==> config.mk <==
export PLATFORM = sky130hd
export DESIGN_NAME = rf_write_arbiter
export DESIGN_NICKNAME = d
export VERILOG_FILES = /design/src/rtl/rf_write_arbiter.sv
export SDC_FILE = /design/constraint.sdc
export NUM_CORES = 1
export LEC_CHECK = 0
export ABC_AREA = 1
export ABC_CLOCK_PERIOD_IN_PS = 6260
export CELL_PAD_IN_SITES_DETAIL_PLACEMENT = 0
export CELL_PAD_IN_SITES_GLOBAL_PLACEMENT = 2
export CORE_UTILIZATION = 24
export DETAILED_ROUTE_END_ITERATION = 10
export PLACE_DENSITY_LB_ADDON = 0.15
export SYNTH_ARGS = -nofsm -noshare
export SYNTH_HDL_FRONTEND = slang
export SYNTH_SLANG_ARGS = --single-unit
==> constraint.sdc <==
create_clock -name clk -period 6.26 [get_ports clk]
set_clock_uncertainty 0.2 [all_clocks]
set_input_delay 1.565 -clock clk [delete_from_list [all_inputs] [get_ports clk]]
set_output_delay 1.565 -clock clk [all_outputs]
set_load 0.02 [all_outputs]
==> src/rtl/rf_write_arbiter.sv <==
// Round-robin arbiter and clear sequencer owning the single write port of rf.
// Latency: a request accepted in cycle N is on the rf port in N+1; clear writes DEPTH zeros back to back.
// Backpressure: ready is combinational, at most one-hot, and held low during clear, a clear request or reset.
module rf_write_arbiter #(
  parameter int  BW    = 8,
  parameter int  DEPTH = 256,
  parameter int  NREQ  = 4,
  localparam int AW    = $clog2(DEPTH),
  localparam int IW    = $clog2(NREQ)
) (
  input  logic                    clk,
  input  logic                    rst,
  input  logic [NREQ-1:0]         req_valid_i,
  input  logic [NREQ-1:0][AW-1:0] req_addr_i,
  input  logic [NREQ-1:0][BW-1:0] req_data_i,
  output logic [NREQ-1:0]         req_ready_o,
  input  logic                    clear_i,
  output logic                    busy_o,
  output logic [IW-1:0]           grant_id_o,
  output logic [BW-1:0]           rf_data_o,
  output logic [AW-1:0]           rf_write_addr_o,
  output logic                    rf_write_en_n_o,
  output logic                    rf_chip_en_o
);

  typedef enum logic {RUN = 1'b0, CLEAR = 1'b1} state_t;

  state_t        state;
  state_t        state_nxt;
  logic [IW-1:0] ptr;
  logic [AW-1:0] cnt;
  logic          win_vld;
  logic [IW-1:0] win_id;
  logic [IW-1:0] idx;
  logic          grant;
  logic          cnt_last;

  assign cnt_last = (cnt == AW'(DEPTH - 1));
  assign grant    = (state == RUN) && !clear_i && win_vld && !rst;

  // First valid requester at or after ptr, wrapping modulo NREQ.
  always_comb begin
    win_vld = 1'b0;
    win_id  = '0;
    idx     = '0;
    for (int k = 0; k < NREQ; k++) begin
      idx = IW'((int'(ptr) + k) % NREQ);
      if (!win_vld && req_valid_i[idx]) begin
        win_vld = 1'b1;
        win_id  = idx;
      end
    end
  end

  always_ff @(posedge clk or posedge rst) begin
    if (rst) state <= RUN;
    else     state <= state_nxt;
  end

  always_comb begin
    state_nxt = state;
    case (state)
      RUN:     if (clear_i)  state_nxt = CLEAR;
      CLEAR:   if (cnt_last) state_nxt = RUN;
      default: state_nxt = RUN;
    endcase
  end

  always_comb begin
    req_ready_o = '0;
    busy_o      = (state == CLEAR);
    if (grant) req_ready_o[win_id] = 1'b1;
  end

  always_ff @(posedge clk or posedge rst) begin
    if (rst) begin
      ptr             <= '0;
      cnt             <= '0;
      grant_id_o      <= '0;
      rf_data_o       <= '0;
      rf_write_addr_o <= '0;
      rf_write_en_n_o <= 1'b1;
      rf_chip_en_o    <= 1'b0;
    end else begin
      rf_chip_en_o    <= 1'b1;
      rf_write_en_n_o <= 1'b1;
      if (state == CLEAR) begin
        rf_write_addr_o <= cnt;
        rf_data_o       <= '0;
        rf_write_en_n_o <= 1'b0;
        cnt             <= cnt_last ? '0 : cnt + AW'(1);
      end else if (clear_i) begin
        cnt <= '0;
      end else if (grant) begin
        rf_write_addr_o <= req_addr_i[win_id];
        rf_data_o       <= req_data_i[win_id];
        grant_id_o      <= win_id;
        rf_write_en_n_o <= 1'b0;
        ptr             <= (win_id == IW'(NREQ - 1)) ? '0 : win_id + IW'(1);
      end
    end
  end

endmodule

==> results_dict.tcl <==
set metrics [dict create \
    syn_inst 368 \
    gp_congestion 0.7699 \
    grt_max_degree 32 \
    leakage_uw 0.001741 \
    path_max_fanout 11 \
    synth_warnings 0 \
    grt_pass1_wl_um 11890 \
    fill_cells 1038 \
    drt-total-wl_um 7274 \
    port_buffers 95 \
    root_buffer "clkbuf_8" \
    hold_buffers 0 \
    detail_route.wl_per_cell_um 12.27 \
    antenna_found_initial 0 \
    drtIter0Drc 51 \
    core_region_area_um2 9415 \
    cts_max_path_buffers 2 \
    first_pass_iters 4 \
    floorplan.initialDensity_pct 25.30 \
    fin_crit_ps 5833 \
    nets 539 \
    start_kind "primary input" \
    synthArstFlopShare_pct 100.0 \
    cts_setup_buffers 0 \
    tritoncts "built" \
    finalSetupTns_ps 0 \
    maxSlewViolCount 0 \
    postSynthAreaPerCell_um2 6.474 \
    dp_hpwl_um 5466 \
    grt_pass1_vias 2484 \
    synthFlopType "dfrtp_1" \
    syn-num-nets 444 \
    setup_viol 0 \
    vias 2522 \
    pin_count 96 \
    fin_util_pct 37.59 \
    max_freq_mhz 171.4 \
    drc_errors 0 \
    ys_ff_latch 31 \
    synth_cell_types 33 \
    min_path_type "reg2reg" \
    path_class "in2out" \
    syn_area_um2 2382 \
    areaGrowthSynthToFinish_pct 48.58 \
    h-tree-depth 2 \
    tritoncts.num_buffers 5 \
    arrival_ps 4070 \
    die_h_um 101.6 \
    n_antenna_cell 0 \
    drive_gt1_share_pct 8.836 \
    mostFrequentLayoutCells "163 x nand2_1, 95 x clkdlybuf4s50_1, 46 x nand3_1, 43 x inv_1, 30 x dfrtp_1" \
    gr-total-overflow 0 \
    cap_viol_max_count 0 \
    status "finished clean" \
    endpoint_kind "output port" \
    final_common_cell "nand2_1" \
    post_cts_resized 0 \
    rsz0062_at_grt "false" \
    routed_via_density 4.253 \
    rows 35 \
    postRouteAntennaNets 0 \
    synth_edf_count 0 \
    power_density_nw_per_um2 467.0 \
    clk-insertion-delay-late_ps 280 \
    hold_viol_final 0 \
    cts.sinks 31 \
    vdd_drop_max_v 0.0001979 \
    clkTransAtPathRegs_ps 70 \
    ys_seq_area_share_pct 32.62 \
    period_share_pct 93.17 \
    die_w_um 101.6 \
    required_ps 4490 \
    grt_usage_pct 14.86 \
    die_area_um2 10330 \
]
state kept, by name, indices dropped and copies added (netlist names):
signal	flops
busy_o	1
ptr	2
grant_id_o	2
rf_chip_en_o	1
cnt	8
rf_data_o	8
rf_write_en_n_o	1
rf_write_addr_o	8
logic make-up after synthesis:
group	share of synthesized area [%]
other	0.1574
DFF	32.62
and+or+nand+nor	46.32
adders and majority gates	2.626
xor gates and xnor gates	0.7354
buffers and inverters	11.61
AOI/OAI and AO/OA	5.935
through the flow:
stage	hold WS, ps	cells	total power, uW	area [um^2]	setup slack (ps)
detailed placement	270.2	585	1489	3436	429.5
CTS	288.5	593	1683	3540	403.1
finish	285.3	593	1653	3540	427.3
global placement	268.2	585	1499	3436	380.9
global route	330.1	593	1832	3540	214.9
floorplan	329.6	368	1197	2382	1568
layer usage:
layer / vias to the layer above / GRT usage, % / share of wire (%)
met5: - / 0 / 0
met4: 0 / 3.010 / 0.33
met3: 2 / 3.520 / 4.8
met2: 61 / 25.00 / 48
met1: 1136 / 19.37 / 47
li1: 1323 / - / -
area by class of cell:
type / instances / area (um^2) / area share, %
Sequential cell: 31 / 777.0 / 21.95
Tap cell: 129 / 161.4 / 4.560
Timing Repair Buffer: 99 / 980.9 / 27.71
Clock inverter: 1 / 7.507 / 0.2121
Multi-Input combinational cell: 277 / 1329 / 37.54
Clock buffer: 7 / 96.34 / 2.722
Inverter: 49 / 187.7 / 5.302
path summary, 6_finish.rpt:
check                               startpoint                  to  cells after the start  slack (ps)
worst max-delay path            req_valid_i[0]      req_ready_o[3]                     14         430
worst min-delay path              rf_data_o[3]        rf_data_o[3]                      2         290
worst max register to register          ptr[0]  rf_write_addr_o[2]                     14        3620
worst min register to register    rf_data_o[3]        rf_data_o[3]                      2         290
max in group asynchronous                  rst     rf_write_en_n_o                      3        4030
min in group asynchronous                  rst              busy_o                      3        1500
critical path: stages:
cell and delay, ps:
clkdlybuf4s50_1 430, inv_1 80, nand2_1 80, nand3_2 90, nand2_2 100, nor2_8 150, nand3_1 80, nand3_1 80
nand2_2 180, inv_2 250, ha_1 190, inv_1 50, nor2_1 120, clkdlybuf4s50_1 620
report_power, final:
part | switching [uW] | internal [uW]
combinational | 734 | 405
clock | 79.8 | 100
sequential | 59.9 | 275
total | 874 | 779
cell usage after synthesis (2+ instances only):
library cell | instances | area (um^2)
buf_2 | 2 | 10.01
o21ai_0 | 17 | 85.08
o22ai_1 | 4 | 25.02
a21oi_1 | 2 | 10.01
dfrtp_1 | 30 | 750.7
nor2_1 | 11 | 41.29
ha_1 | 5 | 62.56
nand3_1 | 46 | 230.2
nand3_2 | 2 | 20.02
nand2_1 | 163 | 611.8
nand2_2 | 10 | 62.56
buf_4 | 4 | 30.03
nand2_4 | 3 | 33.78
inv_1 | 43 | 161.4
buf_6 | 4 | 45.04
nand3_4 | 2 | 35.03
inv_2 | 4 | 15.01
Note: power is estimated with default switching activity, not from simulation.
